==> config.mk <==
export PLATFORM = sky130hd
export DESIGN_NAME = reg_wb_arbiter
export DESIGN_NICKNAME = d
export VERILOG_FILES = /design/src/rtl/reg_wb_arb_pkg.sv /design/src/rtl/reg_wb_arb_stats.sv /design/src/rtl/reg_wb_arbiter.sv
export SDC_FILE = /design/constraint.sdc
export NUM_CORES = 1
export LEC_CHECK = 0
export ABC_AREA = 1
export ABC_CLOCK_PERIOD_IN_PS = 2100
export BUFFER_PORTS_ARGS = -buffer_cell sky130_fd_sc_hd__buf_2
export CAP_MARGIN = 20
export CORE_MARGIN = 2
export CORE_UTILIZATION = 47
export DETAILED_ROUTE_END_ITERATION = 12
export PLACE_DENSITY = 0.92
export RECOVER_POWER = 100
export SLEW_MARGIN = 20
export SYNTH_ARGS = -nofsm -noshare
export SYNTH_HDL_FRONTEND = slang
export SYNTH_SLANG_ARGS = --single-unit
==> constraint.sdc <==
create_clock -name clk -period 2.1 [get_ports clk]
set_clock_uncertainty 0.05 [all_clocks]
set_input_delay 0.315 -clock clk [delete_from_list [all_inputs] [get_ports clk]]
set_output_delay 0.315 -clock clk [all_outputs]
set_load 0.02 [all_outputs]
==> src/rtl/reg_wb_arb_pkg.sv <==
// Shared types and constants for the register-file write-back arbiter.
package reg_wb_arb_pkg;

    typedef enum logic {
        NORMAL  = 1'b0,
        FORCE_B = 1'b1
    } arb_state_t;

    // Architectural zero register; writes to it are swallowed.
    localparam logic [31:0] ZERO_REG = '0;

    // Default-width view of the registered write command.
    localparam int unsigned WB_ADDR_W = 5;
    localparam int unsigned WB_DATA_W = 32;

    typedef struct packed {
        logic                 we;
        logic [WB_ADDR_W-1:0] addr;
        logic [WB_DATA_W-1:0] data;
    } wb_cmd_t;

endpackage

==> src/rtl/reg_wb_arb_stats.sv <==
// Grant and stall counters for the write-back arbiter (REG_WB_ARB_STATS_EN builds only).
module reg_wb_arb_stats (
    input  logic        clk,
    input  logic        rst,
    input  logic        i_a_hs,
    input  logic        i_b_hs,
    input  logic        i_b_stall,
    output logic [31:0] o_a_grants,
    output logic [31:0] o_b_grants,
    output logic [31:0] o_b_stall
);

    // Free-running wrap-around event counters.
    always_ff @(posedge clk or posedge rst) begin
        if (rst) begin
            o_a_grants <= '0;
            o_b_grants <= '0;
            o_b_stall  <= '0;
        end else begin
            if (i_a_hs)    o_a_grants <= o_a_grants + 32'd1;
            if (i_b_hs)    o_b_grants <= o_b_grants + 32'd1;
            if (i_b_stall) o_b_stall  <= o_b_stall + 32'd1;
        end
    end

endmodule

==> src/rtl/reg_wb_arbiter.sv <==
// Write-back arbiter: A (ALU) has fixed priority, B (load/mul) is forced through
// after a bounded wait. Optional counters under REG_WB_ARB_STATS_EN.
module reg_wb_arbiter
    import reg_wb_arb_pkg::*;
#(
    parameter int unsigned ADDRESS_WIDTH = 5,
    parameter int unsigned DATA_WIDTH    = 32,
    parameter int unsigned STARVE_LIMIT  = 4
) (
    input  logic                     clk,
    input  logic                     rst,
    input  logic                     a_valid,
    input  logic [ADDRESS_WIDTH-1:0] a_addr,
    input  logic [DATA_WIDTH-1:0]    a_data,
    output logic                     a_ready,
    input  logic                     b_valid,
    input  logic [ADDRESS_WIDTH-1:0] b_addr,
    input  logic [DATA_WIDTH-1:0]    b_data,
    output logic                     b_ready,
    output logic                     wb_we,
    output logic [ADDRESS_WIDTH-1:0] wb_addr,
    output logic [DATA_WIDTH-1:0]    wb_data,
    output logic                     force_b
`ifdef REG_WB_ARB_STATS_EN
    ,
    output logic [31:0]              stat_a_grants,
    output logic [31:0]              stat_b_grants,
    output logic [31:0]              stat_b_stall
`endif
);

    localparam int unsigned CNT_W = $clog2(STARVE_LIMIT + 1);

    typedef struct packed {
        logic                     we;
        logic [ADDRESS_WIDTH-1:0] addr;
        logic [DATA_WIDTH-1:0]    data;
    } cmd_t;

    arb_state_t       r_state;
    arb_state_t       w_state_nxt;
    logic [CNT_W-1:0] r_wait_cnt;
    logic [CNT_W-1:0] w_wait_nxt;
    cmd_t             r_wb;
    cmd_t             w_wb_nxt;
    logic             w_a_hs;
    logic             w_b_hs;
    logic             w_b_stall;
    logic             w_at_limit;

    // Ready generation: A always wins in NORMAL, B owns the port in FORCE_B.
    always_comb begin
        a_ready = 1'b0;
        b_ready = 1'b0;
        if (!rst) begin
            if (r_state == NORMAL) begin
                a_ready = 1'b1;
                b_ready = !a_valid;
            end else begin
                b_ready = 1'b1;
            end
        end
    end

    assign w_a_hs     = a_valid && a_ready;
    assign w_b_hs     = b_valid && b_ready;
    assign w_b_stall  = b_valid && !b_ready;
    assign w_at_limit = (r_wait_cnt == CNT_W'(STARVE_LIMIT));

    // Next state and starvation counter.
    always_comb begin
        w_state_nxt = r_state;
        w_wait_nxt  = r_wait_cnt;
        case (r_state)
            NORMAL: begin
                // A B grant that lands on the limit cycle already served B,
                // so it cancels the pending force instead of triggering it.
                if (w_b_hs) begin
                    w_wait_nxt = '0;
                end else if (w_at_limit) begin
                    w_state_nxt = FORCE_B;
                end else if (w_b_stall) begin
                    w_wait_nxt = r_wait_cnt + CNT_W'(1);
                end
            end
            FORCE_B: begin
                // Leave after one cycle whether or not B actually transferred.
                w_state_nxt = NORMAL;
                w_wait_nxt  = '0;
            end
            default: begin
                w_state_nxt = NORMAL;
                w_wait_nxt  = '0;
            end
        endcase
    end

    // Next write command; x0 handshakes are accepted but never written.
    always_comb begin
        w_wb_nxt    = r_wb;
        w_wb_nxt.we = 1'b0;
        if (w_a_hs) begin
            if (a_addr != ADDRESS_WIDTH'(ZERO_REG)) begin
                w_wb_nxt.we   = 1'b1;
                w_wb_nxt.addr = a_addr;
                w_wb_nxt.data = a_data;
            end
        end else if (w_b_hs) begin
            if (b_addr != ADDRESS_WIDTH'(ZERO_REG)) begin
                w_wb_nxt.we   = 1'b1;
                w_wb_nxt.addr = b_addr;
                w_wb_nxt.data = b_data;
            end
        end
    end

    // State, counter and output command registers.
    always_ff @(posedge clk or posedge rst) begin
        if (rst) begin
            r_state    <= NORMAL;
            r_wait_cnt <= '0;
            r_wb       <= '0;
        end else begin
            r_state    <= w_state_nxt;
            r_wait_cnt <= w_wait_nxt;
            r_wb       <= w_wb_nxt;
        end
    end

    assign wb_we   = r_wb.we;
    assign wb_addr = r_wb.addr;
    assign wb_data = r_wb.data;
    assign force_b = (r_state == FORCE_B);

`ifdef REG_WB_ARB_STATS_EN
    reg_wb_arb_stats u_stats (
        .clk        (clk),
        .rst        (rst),
        .i_a_hs     (w_a_hs),
        .i_b_hs     (w_b_hs),
        .i_b_stall  (w_b_stall),
        .o_a_grants (stat_a_grants),
        .o_b_grants (stat_b_grants),
        .o_b_stall  (stat_b_stall)
    );
`endif

endmodule

==> impl_metrics.csv, run 1 <==
group,metric,value,unit
global_routing,grt_max_degree,39,
yosys,synth_area,0.00252,mm²
floorplanning,dieArea,0.00597,mm²
detailed_routing,drc_errors,0,
sta,finalSetupViolations,0,
final_layout,regArea,0.00105,mm²
yosys,synth_area_leaders,"dfrtp_1 42%, nor2_1 15%, nand2_1 13%, nand3_2 9.1%, inv_1 7.1%",
detailed_routing,wl_per_cell,11.0,µm
global_routing,grt-ovfl-total,0,
cts,cts_setup_buffers,0,
run_status,outcome,"completed",
critical_path,cpMostUsedCell,"nand2_1",
critical_path,rrSetupSlack,300,ps
critical_path,cp_cell_sequence,"inv_2 -> nand2_2 -> nand3_2 -> clkbuf_2 -> nand3_1 -> nand2_1 -> nand2_1 -> nand2_1",
yosys,syn_inst,353,
place,gp_congestion,0.856,
cts,insertion_delay,280,ps
final_layout,fillers,509,
place,hpwl,4.54,mm
sta,min_period_over_period,85.9,%
hold_path,hold_class,"in -> reg",
critical_path,crit_arrival,1980,ps
sta,whs,296,ps
power_and_ir_drop,leakagePower,1.90,nW
cts,holdBufCountCts,0,
critical_path,r2r-end,"r_wait_cnt[0]",
global_routing,antenna_found_initial,0,
cts,clkSlewWorstSetupHoldPaths,80,ps
yosys,yosysTopAreaCellShare,41.6,%
final_layout,drive_above_1_share,25.6,%
yosys,synth.largest_area_cell,"dfrtp_1",
sta,rsz0062_at_grt,"false",
cts,cts.sinks,42,
yosys,ys_types,21,
floorplanning,ios,119,
final_layout,fin_nets,548,
final_layout,antennaDiodeCount,0,
detailed_routing,drt-initial-drc-count,75,
place,dp_worst_setup_slack,447,ps
yosys,synth_nets,433,
floorplanning,start_util,49.1,%
place,portBuffers,118,
power_and_ir_drop,ir_worst_vdd,0.421,mV
power_and_ir_drop,power_density,853,mW/mm²
yosys,ys_warn_count,0,
detailed_routing,routed_wl,5.92,mm
job,drv_cap,0,
sta,layout_min_cycle_time,1800,ps
critical_path,path_buf_inv,2,
hold_path,holdPathEnd,"wb_data[30]",
critical_path,critical_path.max_fanout,37,
sta,tns,0,ps
yosys,syn_area_per_cell,7.15,µm²
hold_path,min_from,"a_data[30]",
detailed_routing,num_vias,2534,
critical_path,reg2reg_from,"force_b",
global_routing,grt.total_usage,20.3,%
sta,hold_viol,0,
cts,cts_max_level,2,
sta,worst_pin_slew,1130,ps
sta,final_max_slew_viol_count,0,
yosys,synth_seq_area_share,41.6,%
critical_path,required,2270,ps
critical_path,cp-end-kind,"register",
final_layout,multi_input_area,0.00113,mm²
final_layout,final_core_util,61.7,%
critical_path,critPathLaunchType,"register",
sta,fmax,0.554,GHz
global_routing,grt_pass1_wl,10.1,mm
sta,setup_slack,295,ps
critical_path,worstSetupPathType,"reg -> reg",
cts,ctsRootBufferMaster,"clkbuf_8",
hold_path,holdPathStages,5,
cts,numCtsBuffers,5,
global_routing,grt_pass1_vias,2406,
yosys,ys_ff_latch,42,
detailed_routing,viasPerCell,4.70,
critical_path,r2r_cells,8,
sta,slew_headroom,24.4,%
floorplanning,die_w,77.3,µm
final_layout,areaGrowthSynthToFinish,25.7,%
floorplanning,fp-row-count,26,
cts,cts_tree,"done",
critical_path,critPathSlowestCell,"clkbuf_2",
floorplanning,core,0.00514,mm²
floorplanning,die_y,77.3,µm
critical_path,cp_top_family,"buffers and inverters",
detailed_routing,firstDrtPassIters,5,
cts,clk_path_buf_depth,2,
critical_path,cpPeakStageDelay,590,ps
cts,cts_resized,0,
detailed_routing,detail-route-antenna-nets,0,
## layout make-up
cell class,instances,area share [%]
Multi-Input combinational cell,243,35.6
Timing Repair Buffer,125,19.5
Clock buffer,7,2.72
Clock inverter,1,0.158
Inverter,51,6.11
Sequential cell,42,33.1
Tap cell,70,2.76
## how the worst max path moves through the flow
stage | from | slack, ps | cells after the start | endpoint
floorplan | rst | 170 | 8 | wb_addr[4]
global placement | b_addr[4] | 510 | 7 | wb_data[22]
detailed placement | rst | 450 | 9 | wb_data[14]
CTS | force_b | 470 | 8 | wb_data[14]
global route | force_b | 150 | 8 | r_wait_cnt[0]
finish | force_b | 300 | 8 | r_wait_cnt[0]
## registers in the layout, indices dropped and copies added, names as in the netlist
register,cells
wb_we,1
force_b,1
r_wait_cnt,3
wb_addr,5
wb_data,32
## logic make-up (layout without fill, tap and decap cells)
family	Yosys count	after routing	share of synthesized area (%)
buffers and inverters	68	184	13.6
DFF	42	42	41.6
AOI/OAI and AO/OA	5	5	0.991
adders and majority gates	2	2	0.991
and+or+nand+nor	235	235	42.4
xor gates and xnor gates	1	1	0.347
## metal layers
metal | wire [µm] | up-vias | GRT usage, %
met1 | 2490 | 1165 | 22.3
met4 | 61 | 0 | 5.36
li1 | - | 1276 | -
met2 | 3040 | 85 | 39.4
met5 | 0 | - | 0
met3 | 323 | 8 | 3.88
## through the flow
step	std cells	instance area, µm²	total power [mW]
floorplan	353	2530	1.89
global placement	531	3150	2.21
detailed placement	531	3150	2.26
CTS	539	3240	2.78
global route	539	3170	2.90
finish	539	3170	2.70
## synthesized netlist by cell type (all sizes together)
cell type / number
nand2: 89
nand3: 43
clkbuf: 1
or2: 1
dfrtp: 42
xor2: 1
inv: 50
clkinv: 1
o21ai: 5
ha: 2
nand4: 1
nor2: 101
buf: 16
## power by group
| group | switching, mW | internal (mW) |
|---|---|---|
| sequential | 0.148 | 1.02 |
| clock | 0.254 | 0.265 |
| combinational | 0.673 | 0.342 |
## layout by cell type (no fill, tap or decap), drive strengths merged
master / instances
o21ai: 5
nand4: 1
dfrtp: 42
clkinv: 2
nand2: 89
clkbuf: 52
buf: 80
nor2: 101
xor2: 1
ha: 2
or2: 1
clkinvlp: 1
nand3: 43
inv: 49
## worst reg2reg max path: cells and delay by family, from the launching register on
kind,cells,cell delay (ps)
buffers and inverters,2,690
and+or+nand+nor,6,600
DFF,1,430
(Power assumes the default switching activity.)
==> run 2, diff against run 1 <==
BUFFER_PORTS_ARGS = default   (was -buffer_cell sky130_fd_sc_hd__buf_2)
CORE_UTILIZATION = 51   (was 47)
DONT_BUFFER_PORTS = 1   (was default)
PLACE_DENSITY = 0.77   (was 0.92)
==> run 2 against run 1 <==
Net effect:
- cell count decreased by 22%
- critical endpoint is now wb_data[27]
- routed wire length down 9.9%
- register-to-register slack better by 170 ps
- highest routed layer unchanged
- design area down 19%
- largest power group unchanged
==> impl_metrics.csv, run 2 (same netlist as run 1, synthesis figures left out) <==
group,metric,value,unit
run_status,outcome,"completed",
cts,clk_path_buf_depth,2,
floorplanning,start_util,53.1,%
cts,clkSlewWorstSetupHoldPaths,70,ps
detailed_routing,routed_wl,5.33,mm
sta,whs,197,ps
sta,fmax,0.537,GHz
sta,finalSetupViolations,0,
detailed_routing,drt-initial-drc-count,78,
critical_path,crit_arrival,2040,ps
floorplanning,core,0.00475,mm²
detailed_routing,detail-route-antenna-nets,0,
floorplanning,die_w,74.3,µm
critical_path,critical_path.max_fanout,20,
place,portBuffers,0,
sta,min_period_over_period,88.8,%
critical_path,required,2270,ps
floorplanning,dieArea,0.00553,mm²
cts,insertion_delay,280,ps
critical_path,r2r-end,"wb_data[27]",
detailed_routing,wl_per_cell,12.8,µm
global_routing,grt_pass1_vias,1911,
sta,layout_min_cycle_time,1860,ps
sta,slew_headroom,43.6,%
final_layout,multi_input_area,0.00106,mm²
final_layout,final_cell_mix,"101 x nor2_1, 87 x nand2_1, 48 x inv_1, 42 x dfrtp_1, 32 x nand3_1",
sta,tns,0,ps
global_routing,antenna_found_initial,0,
place,gp_congestion,0.735,
final_layout,fin_nets,432,
sta,hold_viol,0,
hold_path,hold_class,"in -> reg",
cts,ctsRootBufferMaster,"clkbuf_8",
cts,cts_max_level,2,
detailed_routing,firstDrtPassIters,6,
power_and_ir_drop,power_density,954,mW/mm²
critical_path,r2r_cells,8,
final_layout,drive_above_1_share,8.83,%
job,drv_cap,0,
detailed_routing,drc_errors,0,
hold_path,min_from,"a_addr[1]",
final_layout,fillers,480,
critical_path,cp-end-kind,"register",
floorplanning,fp-row-count,25,
power_and_ir_drop,ir_worst_vdd,0.544,mV
cts,cts_tree,"done",
floorplanning,die_y,74.3,µm
place,hpwl,3.88,mm
detailed_routing,num_vias,2070,
cts,holdBufCountCts,1,
global_routing,grt-ovfl-total,0,
critical_path,critPathLaunchType,"input pin",
final_layout,areaGrowthSynthToFinish,1.83,%
final_layout,largest_reg_flops,32,
power_and_ir_drop,leakagePower,1.53,nW
critical_path,rrSetupSlack,470,ps
cts,numCtsBuffers,5,
sta,rsz0062_at_grt,"false",
hold_path,holdPathEnd,"wb_addr[1]",
critical_path,worstSetupPathType,"in -> reg",
global_routing,grt_max_degree,71,
final_layout,antennaDiodeCount,0,
floorplanning,ios,119,
global_routing,grt.total_usage,20.0,%
hold_path,holdPathStages,4,
cts,cts.sinks,42,
final_layout,regArea,0.00105,mm²
critical_path,reg2reg_from,"force_b",
sta,worst_pin_slew,846,ps
cts,cts_resized,0,
final_layout,final_common_cell,"nor2_1",
cts,cts_setup_buffers,0,
detailed_routing,viasPerCell,4.95,
sta,final_max_slew_viol_count,0,
global_routing,grt_pass1_wl,8.58,mm
-- run 2: cell types whose count changed in the layout (fill, tap and decap cells not counted), moves of 2 or more --
cell	delta
buf_2	-76
clkbuf_1	-45
clkinv_2	-2
nand3_1	+12
buf_4	+3
nand3_2	-12
-- run 2: critical path, stage by stage --
cell and delay (ps):
dlygate4sd3_1 590, clkinvlp_4 240, nand2_1 160, inv_1 140
nand3_2 120, clkbuf_4 280, nand3_1 110, nand2_1 80
-- run 2: worst max-delay path by stage --
stage / depth (start not counted) / startpoint / end / slack, ps
final: 8 / rst / wb_data[27] / 240
after global routing: 8 / rst / wb_data[28] / 80
after CTS: 8 / rst / wb_data[16] / 220
after detailed placement: 8 / force_b / wb_data[5] / 520
after global placement: 8 / force_b / wb_data[5] / 550
after floorplan: 8 / rst / wb_addr[4] / 170
-- run 2: area by class of cell --
class	count	area share, %
Multi-Input combinational cell	243	41.4
Sequential cell	42	40.9
Inverter	51	7.59
Timing Repair Buffer	9	3.60
Tap cell	67	3.26
Clock buffer	6	3.21
-- run 2: per-stage QoR --
step	worst slack [ps]	cell area (µm²)	util [%]	power [mW]	cells
6_report	236	2570	54.1	2.45	418
5_1_grt	83.3	2570	54.1	2.63	418
4_1_cts	225	2640	55.5	2.52	418
3_5_place_dp	522	2550	53.6	2.02	411
3_3_place_gp	545	2550	53.6	1.98	411
2_1_floorplan	169	2530	-	1.89	353
-- run 2: report_power, final --
group	leakage (nW)	internal, mW	total (mW)	switching (mW)
Combinational	0.969	0.207	0.516	0.309
Sequential	0.517	1.02	1.44	0.421
Clock	0.0431	0.253	0.495	0.242
Total	1.53	1.48	2.45	0.973
-- run 2: routing by layer --
metal	vias up	share of wire [%]	track usage, %
met2	80	49	35.2
met3	7	8.0	6.78
met4	0	0.94	5.95
met5	-	0	0
li1	1042	-	-
met1	941	42	23.3
